==> src/rtl/instr_fetch_ctrl.sv <==
`timescale 1ns/1ps
`default_nettype none
// ============================================================================
// Module      : instr_fetch_ctrl
// Description : Instruction fetch controller. Issues word reads to a
//               synchronous instruction memory (one-cycle read latency).
//               Buffers responses in a 2-entry output FIFO toward decode.
//               Handles branch/jump redirects with flush, and halts on a
//               misaligned redirect target.
// Ports       : clk                - single clock, rising edge
//               rst_n              - synchronous active-low reset
//               fetch_en_in        - permit new fetch requests
//               redirect_in        - flush and restart at redirect_pc_in
//               redirect_pc_in     - redirect target byte address
//               mem_addr_out       - byte address to memory (PC low bits)
//               mem_rd_en_out      - high in every cycle a fetch issues
//               mem_data_in        - read data, valid one cycle after issue
//               instr_valid_out    - instr_out/instr_pc_out hold an instr
//               instr_ready_in     - decode accepts the instruction
//               instr_out          - fetched instruction (FIFO head)
//               instr_pc_out       - byte address of instr_out
//               misaligned_err_out - sticky misaligned-redirect flag
// Revision    : 1.0 - initial release
// ============================================================================
module instr_fetch_ctrl #(
  parameter int              ARCH      = 32,
  parameter int              RAM_DEPTH = 4096,
  parameter logic [ARCH-1:0] RESET_PC  = '0,
  localparam int             ADDR_W    = $clog2(RAM_DEPTH) + 2
) (
  input  logic              clk,
  input  logic              rst_n,
  input  logic              fetch_en_in,
  input  logic              redirect_in,
  input  logic [ARCH-1:0]   redirect_pc_in,
  output logic [ADDR_W-1:0] mem_addr_out,
  output logic              mem_rd_en_out,
  input  logic [ARCH-1:0]   mem_data_in,
  output logic              instr_valid_out,
  input  logic              instr_ready_in,
  output logic [ARCH-1:0]   instr_out,
  output logic [ARCH-1:0]   instr_pc_out,
  output logic              misaligned_err_out
);

  localparam logic [1:0] c_IDLE  = 2'd0;
  localparam logic [1:0] c_FETCH = 2'd1;
  localparam logic [1:0] c_HALT  = 2'd2;

  logic [1:0]      state_q, state_d;
  logic [ARCH-1:0] pc_q, pc_d;
  logic            inflight_q, inflight_d;
  logic [ARCH-1:0] inflight_pc_q, inflight_pc_d;
  logic            err_q, err_d;

  // 2-entry output FIFO: instruction word and its PC per slot
  logic [ARCH-1:0] fifo_instr_q [2];
  logic [ARCH-1:0] fifo_pc_q    [2];
  logic            wr_ptr_q, wr_ptr_d;
  logic            rd_ptr_q, rd_ptr_d;
  logic [1:0]      count_q, count_d;

  logic            w_misaligned;
  logic            w_accept;
  logic            w_pop;
  logic            w_push;
  logic [2:0]      w_occ;
  logic [2:0]      w_limit;
  logic            w_issue;

  assign w_misaligned = redirect_in & (|redirect_pc_in[1:0]);
  assign w_accept     = instr_valid_out & instr_ready_in;

  // Redirect overrides both FIFO ports: the flush wins over any push/pop.
  assign w_pop  = w_accept & ~redirect_in;
  assign w_push = inflight_q & ~redirect_in;

  // Issue only if the FIFO can absorb this response once the current
  // in-flight one lands: count + inflight - pop < 2, rearranged to avoid
  // negative intermediates.
  assign w_occ   = {1'b0, count_q} + {2'b00, inflight_q};
  assign w_limit = 3'd2 + {2'b00, w_accept};
  assign w_issue = rst_n & (state_q == c_FETCH) & ~redirect_in & (w_occ < w_limit);

  always_comb begin
    state_d = state_q;
    case (state_q)
      c_IDLE:  if (fetch_en_in)  state_d = c_FETCH;
      c_FETCH: if (!fetch_en_in) state_d = c_IDLE;
      c_HALT:  state_d = c_HALT;
      default: state_d = c_IDLE;
    endcase
    if (w_misaligned) state_d = c_HALT;
  end

  always_comb begin
    pc_d          = pc_q;
    inflight_d    = w_issue;
    inflight_pc_d = inflight_pc_q;
    err_d         = err_q | w_misaligned;
    if (redirect_in) begin
      // Low bits are dropped so the PC stays word aligned even when the
      // target was misaligned (the block halts in that case anyway).
      pc_d = {redirect_pc_in[ARCH-1:2], 2'b00};
    end else if (w_issue) begin
      pc_d          = pc_q + ARCH'(4);
      inflight_pc_d = pc_q;
    end
  end

  always_comb begin
    wr_ptr_d = wr_ptr_q;
    rd_ptr_d = rd_ptr_q;
    count_d  = count_q;
    if (redirect_in) begin
      wr_ptr_d = 1'b0;
      rd_ptr_d = 1'b0;
      count_d  = 2'd0;
    end else begin
      if (w_push) wr_ptr_d = ~wr_ptr_q;
      if (w_pop)  rd_ptr_d = ~rd_ptr_q;
      count_d = count_q + {1'b0, w_push} - {1'b0, w_pop};
    end
  end

  always_ff @(posedge clk) begin
    if (!rst_n) begin
      state_q         <= c_IDLE;
      pc_q            <= RESET_PC;
      inflight_q      <= 1'b0;
      inflight_pc_q   <= '0;
      err_q           <= 1'b0;
      wr_ptr_q        <= 1'b0;
      rd_ptr_q        <= 1'b0;
      count_q         <= 2'd0;
      fifo_instr_q[0] <= '0;
      fifo_instr_q[1] <= '0;
      fifo_pc_q[0]    <= '0;
      fifo_pc_q[1]    <= '0;
    end else begin
      state_q       <= state_d;
      pc_q          <= pc_d;
      inflight_q    <= inflight_d;
      inflight_pc_q <= inflight_pc_d;
      err_q         <= err_d;
      wr_ptr_q      <= wr_ptr_d;
      rd_ptr_q      <= rd_ptr_d;
      count_q       <= count_d;
      if (w_push) begin
        fifo_instr_q[wr_ptr_q] <= mem_data_in;
        fifo_pc_q[wr_ptr_q]    <= inflight_pc_q;
      end
    end
  end

  assign mem_addr_out       = pc_q[ADDR_W-1:0];
  assign mem_rd_en_out      = w_issue;
  assign instr_valid_out    = (count_q != 2'd0);
  assign instr_out          = fifo_instr_q[rd_ptr_q];
  assign instr_pc_out       = fifo_pc_q[rd_ptr_q];
  assign misaligned_err_out = err_q;

endmodule
`default_nettype wire

==> config.mk <==
export PLATFORM = sky130hd
export DESIGN_NAME = instr_fetch_ctrl
export DESIGN_NICKNAME = d
export VERILOG_FILES = /design/src/rtl/instr_fetch_ctrl.sv
export SDC_FILE = /design/constraint.sdc
export NUM_CORES = 1
export LEC_CHECK = 0
export BUFFER_PORTS_ARGS = -buffer_cell sky130_fd_sc_hd__buf_4
export CAP_MARGIN = 20
export CORE_MARGIN = 3
export CORE_UTILIZATION = 56
export CTS_CLUSTER_DIAMETER = 80
export DETAILED_ROUTE_END_ITERATION = 16
export PLACE_DENSITY = 0.86
export SLEW_MARGIN = 10
export SYNTH_ARGS = -nofsm -noshare
export SYNTH_HDL_FRONTEND = slang
export SYNTH_SLANG_ARGS = --single-unit
==> constraint.sdc <==
create_clock -name clk -period 7.1 [get_ports clk]
set_input_delay 0.355 -clock clk [delete_from_list [all_inputs] [get_ports clk]]
set_output_delay 0.355 -clock clk [all_outputs]
set_load 0.01 [all_outputs]
; Word-level counts from Yosys, hierarchy flattened
; Memories as Yosys holds them, arrays and structs flattened. A register that Yosys moved wholly into a read port is not among the register bits.
; Cells that the tools add are included.
[op_classes]
muxes = 20
eq_ne = 6
n_reduce_logical = 11
order_cmp = 1
n_addsub = 5
bitwise = 12
[op_table]
columns = operator, count
row1 = $mux W32, 4
row2 = $reduce_or A32 Y1, 2
row3 = $add A32 B3 Y32 const B, 1
row4 = $mux W1, 12
row5 = $and A1 B1 Y1, 7
row6 = $mux W2, 3
row7 = $ne A3 B3 Y1 const B, 2
row8 = $pmux W2 S3, 1
row9 = $reduce_and A2 Y1, 3
row10 = $reduce_or A2 Y1, 3
row11 = $ne A2 B2 Y1 const B, 2
row12 = $not A1 Y1, 4
row13 = $reduce_bool A2 Y1, 2
row14 = $add A2 B1 Y3, 1
row15 = $add A2 B1 Y3 const A, 1
row16 = $lt A3 B3 Y1, 1
row17 = $add A2 B1 Y2, 1
row18 = $eq A2 B1 Y1 const B, 1
row19 = $eq A2 B2 Y1 const B, 1
row20 = $logic_not A2 Y1, 1
row21 = $sub A2 B1 Y2, 1
row22 = $or A1 B1 Y1, 1
[totals]
inputBits = 69
mem_count = 2
out_inout_bits = 81
ramBits = 128
wordCells = 67
regBits = 72
[memory_table]
columns = name, words, word_bits, read_ports, rd_clocked_by_memory_dff, write_ports, line
row1 = fifo_instr_q, 2, 32, 1, 1, 2, 57  ; logic [ARCH-1:0] fifo_instr_q [2];
row2 = fifo_pc_q, 2, 32, 1, 1, 2, 58  ; logic [ARCH-1:0] fifo_pc_q [2];

; Depth between registers and ports, before layout
[logic_depth]
depth_word = 7
mapped_depth = 9
ltp_nobuf = 8

; Worst setup path after synthesis
; No wires, ideal clock.
[synth_path]
path_kind = in2reg
start = in redirect_in
end = mem fifo_instr_q[0][0] (enable)
t_arrival_ns = 4.986
setup_slack_ns = 1.547
setup_time_ns = 0.568
t_required_ns = 6.532
stages = 3
path_buffers = 0
path_cell_list = inv_1 -> nand2_1 -> o21ai_0
[synth_lines]
columns = item, line
row1 = start: declaration, 34  ; input logic redirect_in,
row2 = end: declaration, 57

; Worst setup path in the final report
[layout_path]
start = reg inflight_q
end = out mem_rd_en_out
[layout_via]
elab_chain_cells = 3
[layout_lines]
columns = item, line
row1 = start: declaration, 52  ; logic inflight_q, inflight_d;
row2 = start signal: assignment, 143  ; inflight_q <= inflight_d;
row3 = $add A2 B1 Y3, 81  ; assign w_occ = {1'b0, count_q} + {2'b00, inflight_q};
row4 = $lt A3 B3 Y1, 83  ; assign w_issue = rst_n & (state_q == c_FETCH) & ~redirect_in & (w_occ < w_limit);
row5 = $and A1 B1 Y1, 83
row6 = end: declaration, 37  ; output logic mem_rd_en_out,
; No other way between the ends.

==> impl_metrics.sql <==
INSERT INTO impl_metrics (metric_group, metric, value, unit) VALUES
('status', 'status', 'finished, final reports clean', ''),
('placed_design', 'gp_congestion', '0.894', ''),
('synth', 'postSynthAreaPerCell', '11.5', 'µm²'),
('global_routing', 'antenna_violations_before_repair', '0', ''),
('detailed_routing', 'num_vias', '6046', ''),
('timing', 'period_minus_slack', '3.46', 'ns'),
('cts', 'ctsRootBufferMaster', 'sky130_fd_sc_hd__clkbuf_16', ''),
('floorplan', 'fp-row-count', '44', ''),
('synth', 'syn_area', '8560', 'µm²'),
('floorplan', 'die_height', '130', 'µm'),
('pwr', 'power_per_cell_area', '225', 'nW/µm²'),
('worst_hold_path', 'hold_class', 'in2reg', ''),
('detailed_routing', 'detail_route.vias_per_cell', '5.74', ''),
('global_routing', 'grt_remaining_overflow', '0', ''),
('detailed_routing', 'postRouteWirelength', '18.9', 'mm'),
('setup_path', 'critical-path-top-cell-by-count', 'sky130_fd_sc_hd__ha_1', ''),
('setup_path', 'worstPathCellList', 'ha_1 -> ha_1 -> nand2b_1 -> nor3_4 -> nand2_4 -> inv_2 -> buf_4', ''),
('layout', 'nFillCells', '1064', ''),
('setup_path', 'arrival', '3.11', 'ns'),
('timing', 'max_slew_margin', '30.4', '%'),
('cts', 'cts_resized', '0', ''),
('synth', 'synth.yosys.warnings', '0', ''),
('cts', 'cts_clock_pin_slew_for_the_worst_setup_and_hold_paths', '0.07', 'ns'),
('synth', 'netlist_instances', '742', ''),
('layout', 'layout.core_utilization', '69.4', '%'),
('placed_design', 'placement.setup.worst_slack', '3.71', 'ns'),
('synth', 'seq_area_frac_synth', '59.6', '%'),
('synth', 'yosysUniqueCellTypes', '50', ''),
('detailed_routing', 'wl_per_cell', '17.9', 'µm'),
('job', 'max_cap_viol_count', '0', ''),
('layout', 'layout-area-overhead-vs-synth', '19.6', '%'),
('setup_path', 'timing.critical_path.to_type', 'primary output', ''),
('floorplan', 'floorplan.die_area', '16800', 'µm²'),
('floorplan', 'core_area', '14800', 'µm²'),
('synth', 'synth-edff-count', '124', ''),
('timing', 'grt_setup_unrepaired', 'no', ''),
('synth', 'postSynth.topFlopCell', 'sky130_fd_sc_hd__edfxtp_1', ''),
('timing', 'final-setup-viol-count', '0', ''),
('synth', 'post-synth-top-area-fraction', '43.5', '%'),
('detailed_routing', 'drc_marker_count_from_the_first_detailed_route_iteration', '566', ''),
('floorplan', 'die_width', '130', 'µm'),
('timing', 'timing.final.hold_violations', '0', ''),
('setup_path', 'timing.critical_path.from_type', 'flip-flop', ''),
('floorplan', 'floorplan.initialDensity', '58.0', '%'),
('global_routing', 'grt_pass1_wl', '29.2', 'mm'),
('pwr', 'vdd.ir_drop.worst', '0.170', 'mV'),
('pwr', 'report.power.total', '0.00231', 'W'),
('layout', 'n_antenna_cell', '0', ''),
('timing', 'final_clock_period_utilization_by_the_worst_path', '48.8', '%'),
('timing', 'setup-tns-final', '0', 'ns'),
('layout', 'multi_input_area', '3180', 'µm²'),
('cts', 'number_of_buffers_created_by_cts', '17', ''),
('cts', 'cts_setup_buffers', '0', ''),
('cts', 'cts_num_sinks', '193', ''),
('pwr', 'power_leakage', '3.95', 'nW'),
('timing', 'worst_slack', '3.64', 'ns'),
('detailed_routing', 'detail-route-antenna-nets', '0', ''),
('cts', 'cts.path.max_buffers', '2', ''),
('layout', 'post_route_cells_drive_above_1_share', '29.4', '%'),
('floorplan', 'boundaryPins', '150', ''),
('timing', 'worstMarginPinSlew', '1.04', 'ns'),
('layout', 'register_area', '5110', 'µm²'),
('synth', 'post-synth-top-area-cell', 'sky130_fd_sc_hd__edfxtp_1', ''),
('global_routing', 'grt_pass1_vias', '5680', ''),
('timing', 'timing.final.max_slew_violations', '0', ''),
('synth', 'async_set_or_reset_register_ratio_after_synthesis', '0', '%'),
('timing', 'fmax', '289', 'MHz'),
('layout', 'nNetsFinal', '931', ''),
('timing', 'fin_skew', '0.0107', 'ns'),
('global_routing', 'grt_util_all_layers', '22.5', '%'),
('setup_path', 'crit_slowest_cell', 'sky130_fd_sc_hd__inv_2', '');
-- per-layer routing --
layer / global-route usage, % / wire length (µm) / vias up
met5: 0 / 0 / -
met4: 8.62 / 443 / 0
met3: 5.52 / 1450 / 34
met2: 37.0 / 9110 / 251
met1: 29.1 / 7880 / 2888
li1: - / - / 2873
-- sequential cells by signal, indices dropped and copies added (netlist names), named ones only --
signal,cells
fifo_instr_q,64
fifo_pc_q,60
inflight_pc_q,30
pc_q,30
count_q,2
state_q,2
inflight_q,1
misaligned_err_out,1
rd_ptr_q,1
wr_ptr_q,1
-- layout make-up --
type                    instances  share of cell area (%)
flip-flops and latches        193                    49.9
multi-input cells             486                    31.1
repair buffers                151                    11.1
clock buffers                  18                    4.19
well taps                     184                    2.25
clock inverters                14                    1.26
inverters                       8                   0.293
-- per-stage QoR --
stage               hold slack [ns]  instances
finish                        0.158       1054
detailed placement            0.456       1022
global route                  0.154       1054
CTS                           0.142       1054
floorplan                     0.437        745
global placement              0.446       1022
-- synth_stat cells (all sizes together), types with 4 or more instances --
library cell  count
ha                5
a31oi            10
edfxtp          124
or3               8
inv               8
and3              6
buf              26
nand3            24
nand2            88
or4               6
nor2             17
a21oi            43
mux2             63
nor3              9
nand4            15
o21ai             9
and2            126
o211ai            7
and4              4
clkbuf           32
a2bb2oi           4
dfxtp            69
o311ai            7
-- worst paths after layout --
| kind | from | to | slack [ns] | depth (start not counted) |
|---|---|---|---|---|
| worst min register to register | inflight_pc_q[6] | inflight_pc_q[6] | 0.46 | 2 |
| worst min-delay path | redirect_pc_in[26] | pc_q[26] | 0.16 | 3 |
| worst max-delay path | inflight_q | mem_rd_en_out | 3.64 | 7 |
| worst max register to register | inflight_q | pc_q[24] | 4.12 | 8 |
-- placed cells by master, fill, tap and decap left out, types with 3 or more instances in the layout --
cell type and instances:
sky130_fd_sc_hd__a21oi_1 43, sky130_fd_sc_hd__a2bb2oi_1 4, sky130_fd_sc_hd__a31oi_1 10, sky130_fd_sc_hd__and2_1 126, sky130_fd_sc_hd__and3_1 6, sky130_fd_sc_hd__and4_1 4
sky130_fd_sc_hd__buf_4 151, sky130_fd_sc_hd__clkbuf_16 17, sky130_fd_sc_hd__clkinvlp_4 4, sky130_fd_sc_hd__conb_1 4, sky130_fd_sc_hd__dfxtp_1 68, sky130_fd_sc_hd__edfxtp_1 124
sky130_fd_sc_hd__ha_1 5, sky130_fd_sc_hd__inv_1 7, sky130_fd_sc_hd__inv_6 6, sky130_fd_sc_hd__mux2_2 63, sky130_fd_sc_hd__nand2_1 87, sky130_fd_sc_hd__nand3_1 23
sky130_fd_sc_hd__nand4_1 15, sky130_fd_sc_hd__nor2_1 17, sky130_fd_sc_hd__nor3_1 6, sky130_fd_sc_hd__o211ai_1 7, sky130_fd_sc_hd__o21a_1 3, sky130_fd_sc_hd__o21ai_0 5
sky130_fd_sc_hd__o311ai_0 7, sky130_fd_sc_hd__o31a_1 3, sky130_fd_sc_hd__o31ai_1 3, sky130_fd_sc_hd__or3_1 8, sky130_fd_sc_hd__or4_1 6, sky130_fd_sc_hd__xnor2_1 3
sky130_fd_sc_hd__xor2_1 3
-- report_power, final --
group | leakage (nW) | internal (W) | switching (W)
registers | 1.84 | 0.00123 | 0.0000263
clock network | 0.260 | 0.000488 | 0.000419
logic | 1.85 | 0.0000715 | 0.0000767
total | 3.95 | 0.00179 | 0.000522
-- cell families (layout without fill, tap and decap cells) --
logic type | Yosys count | after routing | synth area share [%]
AND/OR/NAND/NOR | 310 | 310 | 19.7
flip-flops | 193 | 193 | 59.6
AO/OA/AOI/OAI | 98 | 98 | 7.29
buffers and inverters | 66 | 191 | 3.73
multiplexers | 63 | 63 | 8.28
XOR/XNOR | 6 | 6 | 0.614
adder cells (fa/ha/maj) | 5 | 5 | 0.730
other | 1 | 4 | 0.0438
-- worst max-delay path, delay by kind of cell (launching register included) --
kind / cells / cell delay (ns)
adders and majority gates: 2 / 0.40
buffers and inverters: 2 / 0.93
and+or+nand+nor: 3 / 1.00
DFF: 1 / 0.33
Note: power is estimated with default switching activity, not from simulation.
